File: config.mk
export PLATFORM = sky130hd
export DESIGN_NAME = cdc_hs_rx_endpoint
export DESIGN_NICKNAME = d
export VERILOG_FILES = /design/src/rtl/cdc_hs_rx_endpoint.sv
export SDC_FILE = /design/constraint.sdc
export NUM_CORES = 1
export LEC_CHECK = 0
export ABC_AREA = 1
export CAP_MARGIN = 5
export CELL_PAD_IN_SITES_DETAIL_PLACEMENT = 2
export CELL_PAD_IN_SITES_GLOBAL_PLACEMENT = 2
export CORE_ASPECT_RATIO = 0.8
export CORE_MARGIN = 2
export CORE_UTILIZATION = 34
export CTS_BUF_LIST = sky130_fd_sc_hd__clkbuf_16
export CTS_CLUSTER_DIAMETER = 100
export DETAILED_ROUTE_END_ITERATION = 10
export HOLD_SLACK_MARGIN = 0.08
export PLACE_DENSITY_LB_ADDON = 0.1
export REMOVE_ABC_BUFFERS = 1
export SYNTH_ARGS = -nofsm -noshare
export SYNTH_HDL_FRONTEND = slang
export SYNTH_SLANG_ARGS = --single-unit
File: constraint.sdc
create_clock -name dst_clk -period 2.45 [get_ports dst_clk]
set_clock_uncertainty 0.2 [all_clocks]
set_input_delay 0.49 -clock dst_clk [delete_from_list [all_inputs] [get_ports dst_clk]]
set_output_delay 0.49 -clock dst_clk [all_outputs]
set_load 0.005 [all_outputs]
File: src/rtl/cdc_hs_rx_endpoint.sv
// Destination-side endpoint of a 4-phase req/ack CDC bus.
// It synchronises the request, captures the word into a FWFT FIFO and returns a level ack.
`timescale 1ns/1ps
module cdc_hs_rx_endpoint #(
  parameter int DATA_W      = 8,
  parameter int SYNC_STAGES = 2,
  parameter int FIFO_DEPTH  = 4,
  localparam int PW = $clog2(FIFO_DEPTH),
  localparam int LW = PW + 1
) (
  input  logic              dst_clk,
  input  logic              dst_rst_n,
  input  logic              src_req_a,
  input  logic [DATA_W-1:0] src_data_a,
  output logic              rx_ack,
  output logic              m_vld,
  output logic [DATA_W-1:0] m_data,
  input  logic              m_rdy,
  output logic [LW-1:0]     fifo_level,
  output logic              proto_err
);

  if (SYNC_STAGES < 2 || SYNC_STAGES > 4) begin : g_bad_sync
    $error("SYNC_STAGES must be 2..4");
  end
  if (FIFO_DEPTH < 2 || (1 << PW) != FIFO_DEPTH) begin : g_bad_depth
    $error("FIFO_DEPTH must be a power of 2, >= 2");
  end

  typedef enum logic [1:0] {IDLE, STALL, ACK} state_t;

  logic [SYNC_STAGES-1:0]             sync_q;
  logic                               req_s;
  state_t                             state;
  logic [FIFO_DEPTH-1:0][DATA_W-1:0]  mem;
  logic [PW-1:0]                      wr_ptr, rd_ptr;
  logic                               full, push, pop;

  always_ff @(posedge dst_clk or negedge dst_rst_n) begin
    if (!dst_rst_n) sync_q <= '0;
    else            sync_q <= {sync_q[SYNC_STAGES-2:0], src_req_a};
  end
  assign req_s = sync_q[SYNC_STAGES-1];

  // full comes from the registered level only, so a same-cycle pop never
  // opens a slot for a capture: no path from m_rdy to rx_ack.
  assign full = (fifo_level == LW'(FIFO_DEPTH));
  assign pop  = m_vld & m_rdy;

  // A request that drops while stalled must not be captured: the data is
  // no longer guaranteed stable, so req_s gates every write.
  always_comb begin
    push = 1'b0;
    if (state != ACK && req_s && !full) push = 1'b1;
  end

  always_ff @(posedge dst_clk or negedge dst_rst_n) begin
    if (!dst_rst_n) begin
      state     <= IDLE;
      rx_ack    <= 1'b0;
      proto_err <= 1'b0;
    end else begin
      case (state)
        IDLE: begin
          if (push) begin
            rx_ack <= 1'b1;
            state  <= ACK;
          end else if (req_s) begin
            state  <= STALL;
          end
        end
        STALL: begin
          if (!req_s) begin
            proto_err <= 1'b1;
            state     <= IDLE;
          end else if (push) begin
            rx_ack <= 1'b1;
            state  <= ACK;
          end
        end
        ACK: begin
          if (!req_s) begin
            rx_ack <= 1'b0;
            state  <= IDLE;
          end
        end
        default: begin
          rx_ack <= 1'b0;
          state  <= IDLE;
        end
      endcase
    end
  end

  always_ff @(posedge dst_clk or negedge dst_rst_n) begin
    if (!dst_rst_n) begin
      mem        <= '0;
      wr_ptr     <= '0;
      rd_ptr     <= '0;
      fifo_level <= '0;
    end else begin
      if (push) begin
        mem[wr_ptr] <= src_data_a;
        wr_ptr      <= wr_ptr + 1'b1;
      end
      if (pop) rd_ptr <= rd_ptr + 1'b1;
      case ({push, pop})
        2'b10:   fifo_level <= fifo_level + LW'(1);
        2'b01:   fifo_level <= fifo_level - LW'(1);
        default: fifo_level <= fifo_level;
      endcase
    end
  end

  assign m_vld  = (fifo_level != '0);
  assign m_data = mem[rd_ptr];

endmodule

# Yosys cells after proc, flatten, opt, wreduce, memory -nomap -nowiden
# Index checks and enable logic that the tools add are counted.
[totals] reg_bits=45 latch_bits=0 ramBits=0 rom_bits=0 inputBits=12 out_inout_bits=14 word_cells=57 n_memories=0
[classes] addsub=4 multipliers=0 div_mod_pow=0 n_lt_le_gt_ge=3 eq_ne=10 n_shift=0 n_mux=17 n_bitwise=2 reduce_logical=10
[ops] op="bitwise mux 32 bit" count=1
[ops] op="binary-select mux 8 bit (select 2 bit)" count=1
[ops] op="demux 8 bit (select 2 bit)" count=1
[ops] op="2-to-1 mux 8 bit" count=2
[ops] op="2-to-1 mux 2 bit" count=5
[ops] op="< comparator 2 x 3 -> 1 bit (second input constant)" count=2
[ops] op="!= test 2 bit (second input constant)" count=3
[ops] op="!= test 3 bit (second input constant)" count=2
[ops] op="one-hot mux 2 bit (3 select lines)" count=1
[ops] op="one-hot mux 3 bit (2 select lines)" count=1
[ops] op="adder 2 x 1 -> 2 bit (second input constant)" count=2
[ops] op="equality test 2 x 1 -> 1 bit (second input constant)" count=2
[ops] op="equality test 2 bit (second input constant)" count=2
[ops] op="2-to-1 mux 1 bit" count=4
[ops] op="AND reduction 2 bit" count=2
[ops] op="adder 3 x 1 -> 3 bit (second input constant)" count=1
[ops] op="equality test 3 bit (second input constant)" count=1
[ops] op="logical AND 1 bit" count=3
[ops] op="one-hot mux 1 bit (3 select lines)" count=1
[ops] op="AND reduction 3 bit" count=1
[ops] op="nonzero test 3 bit" count=1
[ops] op="subtractor 3 x 1 -> 3 bit (second input constant)" count=1
[ops] op="greater-or-equal comparator 2 x 1 -> 1 bit (second input constant)" count=1
[ops] op="zero test 2 bit" count=1
[ops] op="other kinds (4)" count=4

# Longest topological paths before layout
# Gate-level depths: netlist of the first run.
[logic_depth] ltp_word=7 depth_mapped=11 ltp_nobuf=11

# Worst setup path before layout of the first run
# OpenSTA, ideal clock, no wires.
[synth_path] kind="reg-to-reg" start="register fifo_level[0]" end="register fifo_level[2]" setup_ns=0.123 arrival_time_ns=1.729 t_required_ns=2.127 path_slack_ns=0.398 stages_incl_launch_ff=11 n_path_buf=1 period_less_slack_ns=2.052 cell_sequence="dfrtp_1 inv_2 nand3_4 buf_4 nand2_2 ha_1 inv_1 fa_1 nand2_1 nand3b_1 xor2_1"
[synth_via] elab_chain_len=6 word_cells_on_any_way=12 classes_between="add/sub: 2; eq/ne: 3; mux: 2; bitwise: 1; reduce/logical: 4"
[synth_lines] item="start: declaration" line="19" rtl="output logic [LW-1:0] fifo_level,"
[synth_lines] item="start signal: assignment" line="108" rtl="2'b10: fifo_level <= fifo_level + LW'(1);"
[synth_lines] item="start signal: assignment" line="109" rtl="2'b01: fifo_level <= fifo_level - LW'(1);"
[synth_lines] item="start signal: assignment" line="110" rtl="default: fifo_level <= fifo_level;"
[synth_lines] item="equality test 3 bit" line="47" rtl="assign full = (fifo_level == LW'(FIFO_DEPTH));"
[synth_lines] item="zero test 1 bit" line="54" rtl="if (state != ACK && req_s && !full) push = 1'b1;"
[synth_lines] item="logical AND 1 bit" line="54"
[synth_lines] item="2-to-1 mux 1 bit" line="54"
[synth_lines] item="equality test 2 x 1 -> 1 bit or equality test 2 bit (tied branches)" line="107" rtl="case ({push, pop})"
[synth_lines] item="one-hot mux 3 bit (2 select lines) or nonzero test 2 bit (tied branches)"
# Several ways; a longest one is shown, not always the timed one.
# A chain may end at the register's enable or synchronous reset.

# Final worst setup path of the first run
[layout_path] start="register rd_ptr[0]" end="output m_data[3]"
[layout_via] elab_chain_len=2
[layout_lines] item="start: declaration" line="36" rtl="logic [PW-1:0] wr_ptr, rd_ptr;"
[layout_lines] item="start signal: assignment" line="106" rtl="if (pop) rd_ptr <= rd_ptr + 1'b1;"
[layout_lines] item="binary-select mux 8 bit (select 2 bit)" line="116" rtl="assign m_data = mem[rd_ptr];"
[layout_lines] item="2-to-1 mux 8 bit (not written as such)" line="116"
[layout_lines] item="end: declaration" line="17" rtl="output logic [DATA_W-1:0] m_data,"
# Every way passes these cells. The select of a mux whose other input is x is not followed.

==> reports/metrics.sh, run 1 <==
GROUTE.USAGE.OVERALL_PCT=20.7
OVERFLOW=0
DESIGN.PORTCOUNT=26
MAXIMUM_BUFFER_DEPTH_OF_THE_CLOCK_TREE=2
SEQ_AREA_FRAC_SYNTH_PCT=50.8
PER_CELL_ROUTED_WIRE_LENGTH_UM=18.7
FINALINSTANCEAREA_UM2=2770
VIAS=1926
NUM-FILL-CELLS=701
PERIOD_SHARE_PCT=96.8
FINALCRITICALPERIOD_NS=2.37
DIE-HEIGHT_UM=76.2
FP.DIEAREA_UM2=7180
POWER.TOTAL_mW=4.07
DRT_PRE_ANTENNA_ITERS=4
GP_CONGESTION=0.745
CLASSIFICATION_OF_THE_WORST_SLACK_HOLD_PATH='input port to async pin'
GRT_FIRST_PASS_WIRELENGTH_UM=11300
FINAL_LAYOUT_NET_COUNT=300
SYNTH_AREA_PER_CELL_UM2=8.90
CTS_BUFFER_COUNT=5
WORST_EP_REQUIRED_TIME_NS=1.76
TRITONCTS='done'
DRT_WL_TOTAL_UM=6860
CTS_NUM_SINKS=45
NUMBER_OF_FLIP_FLOPS_AND_LATCHES_IN_THE_SYNTHESIZED_NETLIST=45
AREA.GROWTH.SYNTH_TO_FINAL_PCT=25.0
FIRST_ITER_VIOLATIONS=73
CTS_HOLD_REPAIR.BUFFERS=0
FLOORPLAN.CORE_AREA_UM2=6340
CLK_LATENCY_NS=0.28
NUMBER_OF_GLOBAL_ROUTE_VIAS_BEFORE_REPAIR=2101
SETUP_VIOL_COUNT_FINAL=0
CLOCK.FMAX_MHz=422
LEAKAGE_POWER_nW=1.34
SETUP_WS_NS=0.0794
MAXCAPVIOLATIONS=0
HPWL_UM=4380
CORE.ROWCOUNT=26
POWER.IR.VDD_WORST_mV=0.455
RUN_STATUS='complete, no violations'
GRT_MAX_DEGREE=46
DETAILED_PLACE.AREA_UM2=2570
R2R.WORST_PATH.CELLS=11
N_ANTENNA_CELL=0
CRIT_TYPE='register to output pin'
INITIAL_UTILIZATION_PCT=34.9
CTS-ROOT-BUF='clkbuf_16'
ARRIVAL_NS=1.68
DRV_SLEW=0
ENDPOINT_KIND='output pin'
RSZ0062_AT_GRT='false'
YOSYSWARNINGS=0
POST_SYNTH_INSTANCE_AREA_UM2=2220
DIE_W_UM=94.3
ANTENNA_FOUND_INITIAL=0
CLKTRANSATPATHREGS_NS=0.06
YOSYS.CELL_TYPES.COUNT=27
H_TREE_DEPTH=2
PLACE.PORT_BUFFERS=25
WORST-SLEW-PIN-TRANSITION_NS=0.600
HOLD_VIOL_FINAL=0
SYNTH_CELLS=249
TIMING.MAX_SLEW.REL_SLACK_PCT=60.0
CRITICAL_PATH_PEAK_FANOUT=7
POST-ROUTE-DRC-COUNT=0
PLACE_WS_NS=0.0601
START_KIND='register'
DRT-VIAS-PER-INSTANCE=5.25
PWR_DENSITY_CELL_nW_PER_UM2=1470
ANTENNA_LEFT=0
DRIVE_ABOVE_1_SHARE_PCT=13.1
==> cells by family after synthesis <==
kind of cell	after synthesis	synth area share (%)
flops	45	50.8
compound gates	31	8.24
buf+inv	30	7.40
xor+xnor	4	1.58
simple gates	133	28.2
fa+ha+maj	6	3.73
==> repair_timing <==
action,4_1_cts,5_1_grt
hold endpoints to repair,0,0
gates resized for setup,3,7
buffers inserted,1,0
setup endpoints to repair,4,8
pin swaps,0,1
==> metal layers <==
metal | vias up | routed length [um] | track usage (%)
li1 | 912 | - | -
met1 | 982 | 3320 | 28.9
met2 | 26 | 3280 | 33.6
met3 | 6 | 192 | 3.56
met4 | 0 | 65 | 4.93
met5 | - | 0 | 0
==> registers in the layout, indices dropped and copies added, names as in the netlist <==
name	flops
wr_ptr	2
rx_ack	1
sync_q	2
fifo_level	3
state	2
mem	32
proto_err	1
rd_ptr	2
==> synth_stat cells <==
cell | count | share of area (%)
a21oi_1 | 2 | 0.45
a21oi_4 | 1 | 0.73
a31o_2 | 1 | 0.40
buf_2 | 5 | 1.1
buf_4 | 4 | 1.4
buf_6 | 4 | 2.0
clkbuf_1 | 3 | 0.51
dfrtp_1 | 45 | 51
fa_1 | 1 | 0.90
ha_1 | 5 | 2.8
inv_1 | 10 | 1.7
inv_2 | 4 | 0.68
nand2_1 | 73 | 12
nand2_2 | 1 | 0.28
nand3_1 | 6 | 1.4
nand3_2 | 2 | 0.90
nand3_4 | 1 | 0.79
nand3b_1 | 1 | 0.34
nand4_1 | 32 | 9.0
nor2_1 | 16 | 2.7
nor3_2 | 1 | 0.45
o21ai_0 | 17 | 3.8
o21ai_1 | 1 | 0.23
o22ai_1 | 8 | 2.3
o31ai_1 | 1 | 0.34
xnor2_1 | 2 | 0.79
xor2_1 | 2 | 0.79
==> worst paths after layout <==
| check | start | to | slack (ns) |
|---|---|---|---|
| max in group asynchronous | dst_rst_n | rd_ptr[0]$_DFFE_PN0P_ | 1.52 |
| hold / removal | dst_rst_n | proto_err$_DFFE_PN0P_ | 0.1 |
| hold reg to reg | sync_q[0]$_DFF_PN0_ | sync_q[1]$_DFF_PN0_ | 0.15 |
| setup reg to reg | fifo_level[2]$_DFFE_PN0P_ | fifo_level[2]$_DFFE_PN0P_ | 0.40 |
| setup / recovery | rd_ptr[0]$_DFFE_PN0P_ | m_data[3] | 0.08 |
| min in group dst_clk | sync_q[0]$_DFF_PN0_ | sync_q[1]$_DFF_PN0_ | 0.15 |
==> cell usage in the layout (no fill, tap or decap), types with 2 or more instances in the layout <==
cell	count
xnor2_1	2
o22ai_1	8
dlymetal6s2s_1	3
o21ai_1	2
inv_2	4
buf_4	16
nand3_2	2
a21oi_1	2
inv_1	10
dfrtp_1	44
ha_1	5
nand3_1	6
clkdlybuf4s50_1	21
o21ai_0	16
nor2_1	16
clkbuf_16	5
nand2_1	73
xor2_1	2
nand4_1	32
==> area by class of cell <==
type | instances | area, um2 | share of cell area [%]
clock buffer | 5 | 125 | 4.52
clock inverter | 3 | 37.5 | 1.36
inverter | 14 | 55.1 | 1.99
multi-input combinational | 174 | 926 | 33.4
sequential | 45 | 1130 | 40.7
tap | 84 | 105 | 3.80
timing repair buffer | 42 | 393 | 14.2
==> report_power, final <==
part / internal, mW / switching [mW] / total (mW)
registers: 1.10 / 0.236 / 1.34
clock network: 0.474 / 0.277 / 0.751
logic: 0.871 / 1.11 / 1.98
total: 2.45 / 1.62 / 4.07
==> stage by stage <==
stage	std cells	util, %	setup TNS [ns]	hold WS, ns
floorplan	233	-	0	-0.00559
global placement	358	40.6	0	0.135
detailed placement	358	40.6	0	0.138
CTS	367	43.4	-0.0277	0.121
global route	367	43.6	0	0.141
finish	367	43.6	0	0.0955
==> worst max-delay path, stage by stage, from the launching register on <==
cell             delay, ns
dfrtp_2               0.44
inv_4                 0.08
buf_4                 0.16
nor2_1                0.05
o22ai_1               0.15
clkdlybuf4s50_1       0.51
No activity file was read; power rests on OpenSTA's default activity.
==> run 2: changes to the inputs <==
ABC_CLOCK_PERIOD_IN_PS = 2450   (was not set)
CELL_PAD_IN_SITES_DETAIL_PLACEMENT = 0   (was 2)
CELL_PAD_IN_SITES_GLOBAL_PLACEMENT = 1   (was 2)
CORE_UTILIZATION = 40   (was 34)
==> run 2 against run 1 <==
Final area is 3.1% lower. Combinational power is 7% lower. Worst setup slack worse by 0.0033 ns. Sequential cell count stayed put. Critical path depth is 1 lower. Sequential power hardly changed. Power is 5.9% lower. Clock power is 16% lower. Fmax is 0.14% lower. Global-route usage is 0.76 points lower. Worst hold slack worse by 0.0046 ns. Die area is 14% lower. Critical endpoint is now m_data[1]. Largest cell class unchanged.
==> reports/metrics.sh, run 2 (synthesis results as in run 1) <==
WORST-SLEW-PIN-TRANSITION_NS=0.594  # was 0.600 ns
COMMONEST_NON_FILL_NON_TAP_CELL_IN_THE_LAYOUT='nand2_1'  # unchanged
DRIVE_ABOVE_1_SHARE_PCT=11.2  # was 13.1%
ARRIVAL_NS=1.68  # about the same
DIE-HEIGHT_UM=70.6  # was 76.2 um
CLK_LATENCY_NS=0.28  # about the same
POWER.IR.VDD_WORST_mV=0.505  # was 0.455 mV
DETAILROUTE.WIRELENGTH.MET2_UM=2560  # was 3280 um
DRT_WL_TOTAL_UM=5710  # was 6860 um
TIMING.MAX_SLEW.REL_SLACK_PCT=60.4  # was 60.0%
OVERFLOW=0  # unchanged
GP_CONGESTION=0.783  # was 0.745
INITIAL_UTILIZATION_PCT=41.0  # was 34.9%
CLOCK.FMAX_MHz=421  # was 422 MHz
POST-ROUTE-DRC-COUNT=0  # unchanged
VIAS=1809  # was 1,926
CLKTRANSATPATHREGS_NS=0.06  # about the same
GRT_FIRST_PASS_WIRELENGTH_UM=9300  # was 11,300 um
LARGEST_REGISTERS='mem x32, fifo_level x3'  # unchanged
LARGEST_REGISTER='mem'  # unchanged
MAXCAPVIOLATIONS=0  # unchanged
GRT_MAX_DEGREE=46  # unchanged
PLACE_WS_NS=0.153  # was 0.0601 ns
POST_CTS_BUFFERS=0  # was 1
WL_MET3_UM=157  # was 192 um
LAYOUT.CELLS.MOST_COMMON_LIST='nand2_1, dfrtp_1, nand4_1, clkdlybuf4s50_1, o21ai_0'  # was nand2_1, dfrtp_1, nand4_1, clkdlybuf4s50_1
WORST_EP_REQUIRED_TIME_NS=1.76  # about the same
DRV_SLEW=0  # unchanged
PWR_DENSITY_CELL_nW_PER_UM2=1430  # was 1470 nW/um2
CTS-ROOT-BUF='clkbuf_16'  # unchanged
SETUP_VIOL_COUNT_FINAL=0  # unchanged
ANTENNA_LEFT=0  # unchanged
CRITICAL_PATH_PEAK_FANOUT=17  # was 7
PLACE.PORT_BUFFERS=25  # unchanged
CP_NUM_BUF_INV=2  # was 3
TRITONCTS='done'  # unchanged
MAXIMUM_BUFFER_DEPTH_OF_THE_CLOCK_TREE=2  # unchanged
FINAL.HOLD.WORST_SLACK_NS=0.0909  # was 0.0955 ns
CTS_NUM_SINKS=45  # unchanged
SETUP_WS_NS=0.0761  # was 0.0794 ns
NUMBER_OF_GLOBAL_ROUTE_VIAS_BEFORE_REPAIR=1820  # was 2,101
H_TREE_DEPTH=2  # unchanged
DRT-VIAS-PER-INSTANCE=5.30  # was 5.25
RUN_STATUS='complete, no violations'  # unchanged
CRIT_SLOWEST_CELL='clkdlybuf4s50_1'  # unchanged
AREA.GROWTH.SYNTH_TO_FINAL_PCT=21.1  # was 25.0%
FP.DIEAREA_UM2=6150  # was 7180 um2
FINAL_LAYOUT_NET_COUNT=294  # was 300
N_ANTENNA_CELL=0  # unchanged
CRITICAL_PATH.MAX_STAGE_DELAY_NS=0.52  # was 0.51 ns
PATH_CELLS='inv_6, o21ai_0, o22ai_1, clkdlybuf4s50_1'  # was inv_4, buf_4, nor2_1, o22ai_1, clkdlybuf4s50_1
CPLARGESTDELAYFAMILY='buffers and inverters'  # unchanged
LEAKAGE_POWER_nW=1.29  # was 1.34 nW
PER_CELL_ROUTED_WIRE_LENGTH_UM=16.7  # was 18.7 um
HOLD_VIOL_FINAL=0  # unchanged
GROUTE.USAGE.OVERALL_PCT=19.9  # was 20.7%
CRIT_TYPE='register to output pin'  # unchanged
FIRST_ITER_VIOLATIONS=67  # was 73
START_KIND='register'  # unchanged
UTILIZATION_PCT=49.7  # was 43.6%
DESIGN.PORTCOUNT=26  # unchanged
FINALINSTANCEAREA_UM2=2680  # was 2770 um2
DIE_W_UM=87.2  # was 94.3 um
CLASSIFICATION_OF_THE_WORST_SLACK_HOLD_PATH='input port to async pin'  # unchanged
LARGEST_REG_FLOPS=32  # unchanged
DETAILED_PLACE.AREA_UM2=2510  # was 2570 um2
HIGHEST_METAL_USED='met4'  # unchanged
DRT_PRE_ANTENNA_ITERS=4  # unchanged
CORE.ROWCOUNT=24  # was 26
FINALCRITICALPERIOD_NS=2.37  # about the same
CTS_BUFFER_COUNT=5  # unchanged
ANTENNA_FOUND_INITIAL=0  # unchanged
WIRELENGTH_MET1_UM=2940  # was 3320 um
FLOORPLAN.CORE_AREA_UM2=5410  # was 6340 um2
ENDPOINT_KIND='output pin'  # unchanged
PERIOD_SHARE_PCT=96.9  # was 96.8%
HPWL_UM=3440  # was 4380 um
RSZ0062_AT_GRT='true'  # was false
run 2: stage by stage:
stage | cells | setup TNS (ns) | power [mW]
after detailed placement | 333 | 0 | 3.13
after floorplan | 233 | 0 | 2.30
final | 341 | 0 | 3.83
after global placement | 333 | 0 | 3.12
after CTS | 340 | 0 | 3.80
after global routing | 341 | -0.00751 | 4.15
run 2: final timing paths:
check / start / end / slack, ns / cells past startpoint
worst max-delay path: rd_ptr[0]$_DFFE_PN0P_ / m_data[1] / 0.08 / 4
worst min register to register: sync_q[0]$_DFF_PN0_ / sync_q[1]$_DFF_PN0_ / 0.15 / 0
min in group dst_clk: sync_q[0]$_DFF_PN0_ / sync_q[1]$_DFF_PN0_ / 0.15 / 0
worst min-delay path: dst_rst_n / fifo_level[1]$_DFFE_PN0P_ / 0.09 / 2
max in group asynchronous: dst_rst_n / rd_ptr[1]$_DFFE_PN0P_ / 1.52 / 2
worst max register to register: fifo_level[2]$_DFFE_PN0P_ / fifo_level[2]$_DFFE_PN0P_ / 0.47 / 10
run 2: power by group:
group	switching, mW	internal (mW)	leakage (nW)
Clock	0.269	0.365	0.0685
Combinational	1.02	0.831	0.680
Sequential	0.240	1.11	0.543
run 2: routing by layer:
metal  up-vias  global-route usage (%)
li1        901                       -
met1       879                    29.8
met2        24                    29.8
met3         5                    3.85
met4         0                    5.64
met5         -                       0
run 2: what timing repair did:
action,CTS,global route
endpoints found under the hold margin,0,0
hold buffers,0,0
resized for setup,3,6
gates cloned,0,1
setup endpoints to repair,2,6
pin swaps,0,0
run 2: layout make-up:
cell class | instances | area, um2
Clock inverter | 2 | 7.51
Clock buffer | 5 | 125
Inverter | 14 | 57.6
Multi-Input combinational cell | 174 | 926
Tap cell | 65 | 81.3
Timing Repair Buffer | 36 | 358
Fill cell | 551 | 2720
Sequential cell | 45 | 1130
run 2: worst reg2reg max path, delay by kind of cell, from the launching register on:
family                   cells  cell delay [ns]
XOR/XNOR                     1             0.14
AND/OR/NAND/NOR              4             0.35
flip-flops                   1             0.44
adder cells (fa/ha/maj)      2             0.52
buffers and inverters        3             0.23
